## config.mk

```make
export PLATFORM = sky130hd
export DESIGN_NAME = core_c2_exu_mdu
export DESIGN_NICKNAME = d
export VERILOG_FILES = /design/src/rtl/core_c2_exu_mdu.sv
export SDC_FILE = /design/constraint.sdc
export NUM_CORES = 1
export LEC_CHECK = 0
export CAP_MARGIN = 20
export CORE_AREA = 2 2 160 123
export CTS_BUF_LIST = sky130_fd_sc_hd__clkbuf_4 sky130_fd_sc_hd__clkbuf_8
export DETAILED_ROUTE_END_ITERATION = 10
export DIE_AREA = 0 0 162 125
export GPL_TIMING_DRIVEN = 0
export PLACE_DENSITY = 0.89
export SLEW_MARGIN = 5
export SYNTH_ARGS = -nofsm -noshare
export SYNTH_HDL_FRONTEND = slang
export SYNTH_SLANG_ARGS = --single-unit
```

## constraint.sdc

```tcl
create_clock -name clk -period 6.1 [get_ports clk]
set_clock_uncertainty 0.15 [all_clocks]
set_input_delay 0.915 -clock clk [delete_from_list [all_inputs] [get_ports clk]]
set_output_delay 0.915 -clock clk [all_outputs]
set_load 0.05 [all_outputs]
```

## src/rtl/core_c2_exu_mdu.sv

```systemverilog
// Iterative RV32M multiply/divide unit: shift-add multiplier and restoring divider share one 2*XLEN work register.
// The divider exists only when CORE_C2_MDU_DIV_EN is defined; without it ops 4-7 complete as illegal with a zero result.
module core_c2_exu_mdu #(
    parameter int XLEN = 32
) (
    input  logic            clk,
    input  logic            rst,
    input  logic            mdu_in_valid,
    output logic            mdu_in_ready,
    input  logic [2:0]      mdu_op,
    input  logic [XLEN-1:0] mdu_rs1_data,
    input  logic [XLEN-1:0] mdu_rs2_data,
    input  logic [4:0]      mdu_rd_idx_i,
    input  logic            mdu_flush,
    output logic            mdu_out_valid,
    input  logic            mdu_out_ready,
    output logic [XLEN-1:0] mdu_rd_data,
    output logic [4:0]      mdu_rd_idx_o,
    output logic            mdu_illegal
);
    localparam int CW = $clog2(XLEN + 1);

    localparam logic [2:0] OP_MUL    = 3'd0;
    localparam logic [2:0] OP_MULH   = 3'd1;
    localparam logic [2:0] OP_MULHSU = 3'd2;
    localparam logic [2:0] OP_DIV    = 3'd4;
    localparam logic [2:0] OP_REM    = 3'd6;

    typedef enum logic [1:0] {IDLE, BUSY, DONE} state_t;

    state_t            state_q, state_d;
    logic [CW-1:0]     cnt_q, cnt_d;
    logic [2:0]        op_q, op_d;
    logic [XLEN-1:0]   addend_q, addend_d;
    logic [2*XLEN-1:0] work_q, work_d;
    logic              a_neg_q, a_neg_d;
    logic              b_neg_q, b_neg_d;
    logic              special_q, special_d;
    logic              illegal_q, illegal_d;
    logic [4:0]        idx_q, idx_d;
    logic [XLEN-1:0]   rd_data_q, rd_data_d;

    logic              accept;
    logic              is_div;
    logic              a_signed, b_signed;
    logic              a_neg, b_neg;
    logic [XLEN-1:0]   a_abs, b_abs;
    logic              special_in, illegal_in;
    logic [XLEN-1:0]   special_res;

    assign accept   = mdu_in_valid && (state_q == IDLE) && !mdu_flush;
    assign is_div   = mdu_op[2];
    assign a_signed = (mdu_op == OP_MULH) || (mdu_op == OP_MULHSU) || (mdu_op == OP_DIV) || (mdu_op == OP_REM);
    assign b_signed = (mdu_op == OP_MULH) || (mdu_op == OP_DIV) || (mdu_op == OP_REM);
    assign a_neg    = a_signed && mdu_rs1_data[XLEN-1];
    assign b_neg    = b_signed && mdu_rs2_data[XLEN-1];
    assign a_abs    = a_neg ? -mdu_rs1_data : mdu_rs1_data;
    assign b_abs    = b_neg ? -mdu_rs2_data : mdu_rs2_data;

`ifdef CORE_C2_MDU_DIV_EN
    logic div_zero, div_ovf;

    assign div_zero   = (mdu_rs2_data == '0);
    assign div_ovf    = a_signed && (mdu_rs1_data == {1'b1, {(XLEN-1){1'b0}}}) && (mdu_rs2_data == '1);
    assign special_in = is_div && (div_zero || div_ovf);
    assign illegal_in = 1'b0;

    // Results that need no iteration are resolved at accept and parked in the work register.
    always_comb begin
        special_res = '0;
        if (div_zero) begin
            special_res = mdu_op[1] ? mdu_rs1_data : '1;
        end else if (div_ovf) begin
            special_res = mdu_op[1] ? '0 : mdu_rs1_data;
        end
    end
`else
    assign special_in  = is_div;
    assign illegal_in  = is_div;
    assign special_res = '0;
`endif

    // Multiply step: add the multiplicand into the high half when the current multiplier bit is set, then shift right.
    logic [XLEN:0]     mul_acc;
    logic [2*XLEN-1:0] mul_next;
    logic [2*XLEN-1:0] prod;
    logic [XLEN-1:0]   mul_res;
    logic [2*XLEN-1:0] step_next;
    logic [XLEN-1:0]   result;

    assign mul_acc  = {1'b0, work_q[2*XLEN-1:XLEN]} + (work_q[0] ? {1'b0, addend_q} : '0);
    assign mul_next = {mul_acc, work_q[XLEN-1:1]};
    assign prod     = (a_neg_q ^ b_neg_q) ? -work_q : work_q;
    assign mul_res  = (op_q == OP_MUL) ? prod[XLEN-1:0] : prod[2*XLEN-1:XLEN];

`ifdef CORE_C2_MDU_DIV_EN
    // Restoring divide: remainder in the high half, dividend shifting out of / quotient shifting into the low half.
    logic [XLEN:0]     div_shift;
    logic [XLEN-1:0]   div_diff;
    logic              div_ge;
    logic [2*XLEN-1:0] div_next;
    logic [XLEN-1:0]   quo_res, rem_res, div_res;

    assign div_shift = {work_q[2*XLEN-1:XLEN], work_q[XLEN-1]};
    assign div_ge    = (div_shift >= {1'b0, addend_q});
    assign div_diff  = div_shift[XLEN-1:0] - addend_q;
    assign div_next  = {(div_ge ? div_diff : div_shift[XLEN-1:0]), work_q[XLEN-2:0], div_ge};
    assign quo_res   = (a_neg_q ^ b_neg_q) ? -work_q[XLEN-1:0] : work_q[XLEN-1:0];
    assign rem_res   = a_neg_q ? -work_q[2*XLEN-1:XLEN] : work_q[2*XLEN-1:XLEN];
    assign div_res   = op_q[1] ? rem_res : quo_res;
    assign step_next = op_q[2] ? div_next : mul_next;
    assign result    = op_q[2] ? div_res : mul_res;
`else
    assign step_next = mul_next;
    assign result    = mul_res;
`endif

    always_comb begin
        state_d   = state_q;
        cnt_d     = cnt_q;
        op_d      = op_q;
        addend_d  = addend_q;
        work_d    = work_q;
        a_neg_d   = a_neg_q;
        b_neg_d   = b_neg_q;
        special_d = special_q;
        illegal_d = illegal_q;
        idx_d     = idx_q;
        rd_data_d = rd_data_q;
        unique case (state_q)
            IDLE: begin
                if (accept) begin
                    state_d   = BUSY;
                    cnt_d     = CW'(XLEN);
                    op_d      = mdu_op;
                    idx_d     = mdu_rd_idx_i;
                    a_neg_d   = a_neg;
                    b_neg_d   = b_neg;
                    special_d = special_in;
                    illegal_d = illegal_in;
                    addend_d  = is_div ? b_abs : a_abs;
                    work_d    = special_in ? {{XLEN{1'b0}}, special_res}
                                           : {{XLEN{1'b0}}, (is_div ? a_abs : b_abs)};
                end
            end
            BUSY: begin
                // Once the counter is spent, one extra cycle applies sign correction and registers the result.
                if (special_q || (cnt_q == '0)) begin
                    state_d   = DONE;
                    rd_data_d = special_q ? work_q[XLEN-1:0] : result;
                end else begin
                    work_d = step_next;
                    cnt_d  = cnt_q - 1'b1;
                end
            end
            DONE: begin
                if (mdu_out_ready) begin
                    state_d = IDLE;
                end
            end
            default: state_d = IDLE;
        endcase
        if (mdu_flush) begin
            state_d = IDLE;
        end
    end

    always_ff @(posedge clk or posedge rst) begin
        if (rst) begin
            state_q   <= IDLE;
            cnt_q     <= '0;
            op_q      <= '0;
            addend_q  <= '0;
            work_q    <= '0;
            a_neg_q   <= 1'b0;
            b_neg_q   <= 1'b0;
            special_q <= 1'b0;
            illegal_q <= 1'b0;
            idx_q     <= '0;
            rd_data_q <= '0;
        end else begin
            state_q   <= state_d;
            cnt_q     <= cnt_d;
            op_q      <= op_d;
            addend_q  <= addend_d;
            work_q    <= work_d;
            a_neg_q   <= a_neg_d;
            b_neg_q   <= b_neg_d;
            special_q <= special_d;
            illegal_q <= illegal_d;
            idx_q     <= idx_d;
            rd_data_q <= rd_data_d;
        end
    end

    assign mdu_in_ready  = (state_q == IDLE);
    assign mdu_out_valid = (state_q == DONE);
    assign mdu_rd_data   = rd_data_q;
    assign mdu_rd_idx_o  = idx_q;
    assign mdu_illegal   = illegal_q;

endmodule

```

# Word-level counts from Yosys, hierarchy flattened
# Index checks and enable logic that the tools add are counted.
# W data, S select, Z words.
# op_classes
magnitude_cmp,0
eq_ne,11
n_addsub,5
n_mul,0
bitwise,1
mux,19
n_div,0
reduce_logical,19
shift,0
# ops
operator,count
$mux W32,7
$mux W64,3
$pmux W64 S2,1
$neg A32 Y32,2
$neg A64 Y64,1
$add A32 B32 Y33,1
$mux W6,2
$pmux W6 S2,1
$mux W2,4
$eq A3 B3 Y1 const B,2
$logic_not A6 Y1,1
$logic_or A1 B1 Y1,6
$pmux W2 S3,1
$reduce_and A3 Y1,2
$sub A6 B1 Y6 const B,1
$logic_and A1 B1 Y1,4
$reduce_and A2 Y1,2
$eq A3 B1 Y1 const B,1
$eq A3 B2 Y1 const B,1
$logic_not A3 Y1,1
$ne A3 B1 Y1 const B,1
$ne A3 B2 Y1 const B,1
$ne A3 B3 Y1 const B,1
$eq A2 B1 Y1 const B,1
other kinds (7),7
# totals
n_memories,0
latch_bits,0
register_bits,147
elab_cells,65
ram_bits,0
inputBits,77
out_inout_bits,40
romBits,0

# Logic depth before layout (Yosys ltp)
# logic_depth
depth_word,8
ltp_mapped,15
ltp_nobuf,13

# Worst setup path after synthesis
# Ideal clock, no wire load.
# synth_path
path_type,reg-to-reg
startpoint,register work_q[0]
endpoint,register work_q[63]
required_time_ps,5868
setup_time_ps,82
n_path_buf,2
t_arrival_ps,3229
stages_incl_launch_ff,16
slack_ps,2639
cell_sequence,dfrtp_1 > clkbuf_1 > clkbuf_1 > and2_1 > ha_1 > inv_1 > fa_1 > nor2b_1 > o21ai_0 > a2111o_1 > o211ai_2 > a211oi_2 > nor2_1 > a31oi_1 > a2111o_1 > a31oi_1
# synth_via
elab_chain_len,4
# synth_rtl
element,line_no,source
"start, declared",35,"logic [2*XLEN-1:0] work_q, work_d;"
"start signal, assigned",186,work_q <= work_d;
$mux W32,91,"assign mul_acc = {1'b0, work_q[2*XLEN-1:XLEN]} + (work_q[0] ? {1'b0, addend_q} : '0);"
$add A32 B32 Y33,91,
$mux W64,148,if (special_q || (cnt_q == '0)) begin
$pmux W64 S2,130,unique case (state_q)
# Every way passes these cells. The select of a mux whose other input is x is not followed.
# A chain may end at the register's enable or synchronous reset.

# Final worst setup path
# Same ends and word-level chain as after synthesis.

==> flow_metrics.py <==
metrics = {
    "pwr": {
        "powerDensity_mw_per_mm2": 479,
        "p_leak_nw": 5.39,
        "power_mw": 6.21,
        "peakVddDrop_mv": 0.303,
    },
    "detailed_routing": {
        "viasPerCell": 6.54,
        "drt-total-wl_um": 41300,
        "ant_nets": 0,
        "drt-initial-drc-count": 1530,
        "num_vias": 11715,
        "drt_first_pass_iters": 9,
        "wl_per_cell_um": 23.1,
        "drcViolationCount": 0,
    },
    "job": {
        "maxCapViolCount": 0,
    },
    "critical_path": {
        "crit_path_top_delay_cell": "clkbuf_1",
        "r2r_slack_ns": 1.68,
        "worstPathCellList": "clkbuf_1, clkbuf_1, and2_1, ha_1, inv_1, fa_1, nor2b_1, o21ai_0, a2111o_1, o211ai_2, a211oi_2, nor2_1, a31oi_1, a2111o_1, a31oi_1",
        "timing.rr.start": "work_q[0]",
        "setup.worst_path.end_class": "flop",
        "worst-path-buf-inv": 3,
        "critical-path-top-delay-family": "compound AO/OA/AOI/OAI gates",
        "worstPathArrival_ns": 4.66,
        "rr_worst_depth": 15,
        "worstSetupPathType": "flop to flop",
        "critPathMaxFanout": 10,
        "r2r_end": "work_q[63]",
        "slowest_delay_ns": 0.45,
        "worstPathRequired_ns": 6.34,
        "startpoint_type": "flop",
    },
    "sta": {
        "maxSlewHeadroom_pct": 38.7,
        "fin_crit_sh_pct": 72.5,
        "period_needed_ns": 4.42,
        "rsz0062_at_grt": "no",
        "finalHoldViolCount": 0,
        "final-max-slew-violation-count": 0,
        "clock.fmax_mhz": 226,
        "worstMarginPinSlew_ns": 0.915,
        "setup_viol": 0,
        "setup_tns_ns": 0,
    },
    "finish": {
        "fin_area_sq_mm": 0.0130,
        "num_antenna_cells": 0,
        "syn2layout_area_growth_pct": 17.7,
        "layout_common_cells": "nand2_1, o21ai_0, dfrtp_1, nor2_1, clkdlybuf4s50_1",
        "nets": 1640,
        "fin_util_pct": 68.9,
        "mostFrequentLayoutCell": "nand2_1",
        "drive_above_1_share_pct": 4.68,
        "fin_cells": 1791,
        "fill_cells": 1545,
    },
    "worst_hold_path": {
        "hold_path.startpoint": "addend_q[16]",
        "min_to": "addend_q[16]",
        "holdPathStages": 1,
        "min_path_type": "flop to flop",
    },
    "grt": {
        "grt_max_degree": 79,
        "grt_usage_pct": 40.8,
        "grt_pass1_vias": 11035,
        "grt_pass1_wl_um": 63300,
        "antenna_found_initial": 0,
        "gr-total-overflow": 0,
    },
    "synth": {
        "yosys.cell_types.count": 79,
        "yosysWarningCount": 0,
        "ys_seq_area_share_pct": 33.1,
        "synth_edf_count": 0,
        "ys_ff_latch": 146,
        "synthesis.nets": 1503,
        "synthCells": 1388,
        "synth_ff_type": "dfrtp_1",
        "syn_area_per_cell_sq_um": 7.94,
        "netlist_area_sq_mm": 0.0110,
        "synthArstFlopShare_pct": 100,
    },
    "placement": {
        "place.gp.congestion": 0.987,
        "dp_hpwl_um": 32200,
        "dpl_cell_area_sq_mm": 0.0126,
        "io_buffers": 116,
        "placed_cells": 1759,
    },
    "clock_tree": {
        "cts_setup_buffers": 0,
        "path_clk_slew_ns": 0.09,
        "cts_buffers": 17,
        "cts_tree": "yes",
        "clockBufferDepth": 2,
        "root_buffer": "clkbuf_8",
        "cts_num_sinks": 146,
        "ctsResizeCount": 0,
        "clk_latency_ns": 0.49,
        "cts_hold_buf": 0,
        "htree_num_levels": 4,
    },
    "outcome": {
        "status": "completed",
    },
    "floorplanning": {
        "dieHeight_um": 125,
        "start_util_pct": 58.6,
        "die_area_sq_mm": 0.0203,
        "ios": 117,
        "die_x_um": 162,
        "core-area_sq_mm": 0.0188,
        "row_count": 44,
    },
}
-- layout make-up --
| cell class | count | area [sq um] | area share (%) |
|---|---|---|---|
| Sequential cell | 146 | 3650 | 28.2 |
| Tap cell | 253 | 317 | 2.44 |
| Buffer | 79 | 300 | 2.31 |
| Multi-Input combinational cell | 1128 | 6950 | 53.6 |
| Timing Repair Buffer | 118 | 1200 | 9.22 |
| Clock inverter | 13 | 174 | 1.34 |
| Inverter | 35 | 136 | 1.05 |
| Clock buffer | 19 | 249 | 1.92 |
-- power by group --
| group | internal, mW | switching [mW] | leakage (nW) |
|---|---|---|---|
| registers | 1.35 | 0.562 | 1.86 |
| logic | 1.22 | 2.23 | 3.33 |
| clock network | 0.420 | 0.435 | 0.198 |
| total | 2.99 | 3.23 | 5.39 |
-- how the worst max path moves through the flow --
stage	from	slack, ns	end	cells past startpoint
after global routing	work_q[0]	1.46	work_q[63]	15
after detailed placement	work_q[0]	1.85	work_q[62]	12
final	work_q[0]	1.68	work_q[63]	15
after floorplan	rst	1.11	a_neg_q	1
after global placement	rst	-0.80	work_q[10]	2
after CTS	work_q[0]	1.80	work_q[63]	15
-- kinds of logic (layout without fill, tap and decap cells) --
logic type	after synthesis	after routing	share of synthesized area (%)
and+or+nand+nor	517	517	23.2
muxes	10	10	0.930
AOI/OAI and AO/OA	442	442	24.8
xor gates and xnor gates	121	121	9.61
adders and majority gates	38	38	4.38
DFF	146	146	33.1
buffers and inverters	114	264	3.91
-- layer usage --
layer / wire (um) / vias to the layer above / global-route usage (%) / share of wire, %
met1: 17600 / 5526 / 57.6 / 43
met3: 4990 / 118 / 12.8 / 12
met2: 17300 / 798 / 60.6 / 42
met4: 1330 / 0 / 11.8 / 3.2
li1: - / 5273 / - / -
met5: 0 / - / 0 / 0
-- Yosys cell counts (all sizes together) (4+ instances only) --
cell type  instances  area, sq um
and3              12         80.1
nor4b              4         35.0
o41ai              9         93.8
ha                37          463
or3               20          135
o31ai             18          135
nor3              24          135
xor2              53          464
o211ai             7         62.6
or2                8         50.1
a211oi            12         95.1
a31oi             14         87.6
a21oi            103          519
nand3             39          200
xnor2             68          596
nor4              18          149
o311ai             5         43.8
a21o              14          105
buf               12         48.8
a221oi             6         65.1
nand2b            12         75.1
a32oi              4         35.0
nand4              7         43.8
mux2i              8         80.1
nor2             122          458
o21a              12         90.1
nor3b              7         57.6
o22ai             10         62.6
and2              37          231
inv               35          131
nor2b              9         56.3
a22oi             25          188
or4               11         90.1
clkbuf            67          251
o21bai             5         37.5
o221ai             5         43.8
dfrtp            146         3650
o21ai            169          846
nand2            175          657
-- through the flow --
stage / hold WS, ns / worst slack [ns]
final: 0.327 / 1.68
after global routing: 0.366 / 1.46
after CTS: 0.328 / 1.80
after detailed placement: 0.310 / 1.85
after global placement: 0.298 / -0.800
after floorplan: 0.281 / 1.11
-- sequential cells by signal, indices dropped and copies added (netlist names) --
signal        cells
a_neg_q           1
addend_q         32
b_neg_q           1
cnt_q             6
mdu_rd_data      32
mdu_rd_idx_o      5
op_q              3
state_q           2
work_q           64
Power figures use the tool's default switching activity.
==> RTL change: new RTL, config.mk and constraints unchanged <==
Set the parameter `XLEN` to 16 (it was 32).
--- a/src/rtl/core_c2_exu_mdu.sv
+++ b/src/rtl/core_c2_exu_mdu.sv
@@ -3,3 +3,3 @@
 module core_c2_exu_mdu #(
-    parameter int XLEN = 32
+    parameter int XLEN = 16
 ) (
Interface: changed (resized mdu_rd_data, mdu_rs1_data and mdu_rs2_data); port bits go from 117 to 69. No check against the original RTL was run, so the function may have changed too.
==> RTL change against the unedited design <==
- wire length fell by 54%
- cell area decreased by 45%
- total power shrank 48%
- setup slack better by 0.93 ns
- synthesized area fell by 46%
- sequential cell count fell by 65
- worst hold slack better by 0.00076 ns
- critical path type is now in -> reg
- largest cell class unchanged
- largest power group unchanged
- highest routed layer unchanged
==> RTL change: results (changes against the unedited design) <==
Port Buf Inserts 68 (-41%); Avg WL per Cell 17.8 um (-23%); Seq/Total Area, Yosys 34.0% (+0.88 points); Post-Synthesis Net Count 787 (-48%); pwr/cell area 454 nW/um^2 (-5.2%); worst rel slew slack 41.9% (+3.1 points); largest net degree at the start of global routing 63 (-20%); Setup WS pre-CTS 2.31 ns (+0.458 ns); number of H-tree levels 3 (-1); leakage 2.86 nW (-47%); fin nets 867 (-47%); worst min-delay path startpoint mdu_rd_idx_o[2]; placed inst area 6990 sq um (-44%); arrival time at the worst endpoint 3.61 ns (-1.05 ns); reg2reg path depth 11 (-4); initial drt markers 661 (-57%); worst-path maximum fanout 10 (unchanged); number of global-route vias before repair 5682 (-49%); commonest cells in the netlist 82 x nand2_1, 81 x dfrtp_1, 56 x o21ai_0; gr usage total 18.9% (-22 points); hpwl dp 14700 um (-54%); hold crit path type reg -> reg; hold slack 0.327 ns (+0.000760 ns); initial antenna violation count 0 (unchanged); non-filler cells in the finished layout 1058 (-41%); R2R Path End work_q[25]; Top delay family on crit path buffers and inverters; flip-flop count of the largest register after layout 32 (-50%); Syn Area/Cell 8.28 sq um (+4.2%); Slowest cell on crit path nor4b_1; placed cell count 1042 (-41%); filler cell count 1919 (+24%); Post-synth ARST share 100% (unchanged); GPL Wtd Cong 0.976 (-1.2%); post-CTS sizing 0 (unchanged); Vias/cell 5.67 (-13%); r2r setup slk 2.81 ns (+1.13 ns); WHS Path Cells 2 (+1); Clk Latency, worst-skew pair 0.38 ns (-0.11 ns); Hold Crit Endpoint mdu_rd_idx_o[2]; ranking of synthesized cells by area dfrtp_1 34%, nand2_1 5.2%, o21ai_0 4.7%; Post-synth EDFFs 0 (unchanged); share of cells above drive strength 1 5.22% (+0.54 points); run status finished clean; synth warn 0 (unchanged); first-pass GRT wire length 30500 um (-52%); max incr delay on CP 0.66 ns (+0.21 ns); Clk pin slew, worst setup/hold paths 0.09 ns (about the same); clock buffer count from CTS 9 (-8); Detailed Routing Iterations Pass 1 7 (-2); peak supply drop 0.235 mV (-22%); antenna cells 0 (unchanged); maximum root-to-sink buffer count 2 (unchanged); post-synth cell types 67 (-15%)
[RTL change: changes by cell type after synthesis, sizes merged, moves of 21 or more]
cell	before	now
a21oi	103	42
clkbuf	67	38
xnor2	68	32
dfrtp	146	81
xor2	53	21
nand2	175	82
nor2	122	48
o21ai	169	65
and2	37	16
[RTL change: power by group]
part           internal [mW]  leakage [nW]  switching, mW
Clock                  0.160        0.0870          0.216
Combinational          0.698          1.75           1.18
Sequential             0.745          1.02          0.258
[RTL change: logic make-up (layout without fill, tap and decap cells)]
family,after synthesis,count (layout),synth area share [%]
adders and majority gates,22,22,4.74
xor gates and xnor gates,53,53,7.79
DFF,81,81,34.0
muxes,19,19,3.34
buffers and inverters,62,147,3.97
AOI/OAI and AO/OA,206,206,22.3
and+or+nand+nor,277,277,23.9
[RTL change: area by class of cell]
type	instances	share of cell area, %
clock inverter	5	0.576
buffer	43	2.30
timing repair buffer	69	9.88
tap	253	4.42
inverter	19	1.03
sequential	81	28.3
clock buffer	11	1.94
multi-input combinational	577	51.6
[RTL change: layer usage]
metal  track usage, %  part of all wire (%)  wire (um)  vias to the layer above
li1                 -                     -          -                     2798
met1             27.0                    46       8590                     2850
met2             27.1                    41       7790                      317
met3             6.17                    11       2060                       34
met4             5.67                   2.0        380                        0
met5                0                     0          0                        -
[RTL change: how the worst max path moves through the flow]
stage / startpoint / endpoint / slack, ns / depth (start not counted)
detailed placement: mdu_flush / work_q[7] / 2.31 / 7
global placement: rst / mdu_rd_data[9] / 1.59 / 2
floorplan: rst / a_neg_q / 2.95 / 1
finish: mdu_in_valid / work_q[8] / 2.61 / 7
global route: mdu_in_valid / work_q[7] / 2.42 / 7
CTS: mdu_in_valid / work_q[8] / 2.70 / 7
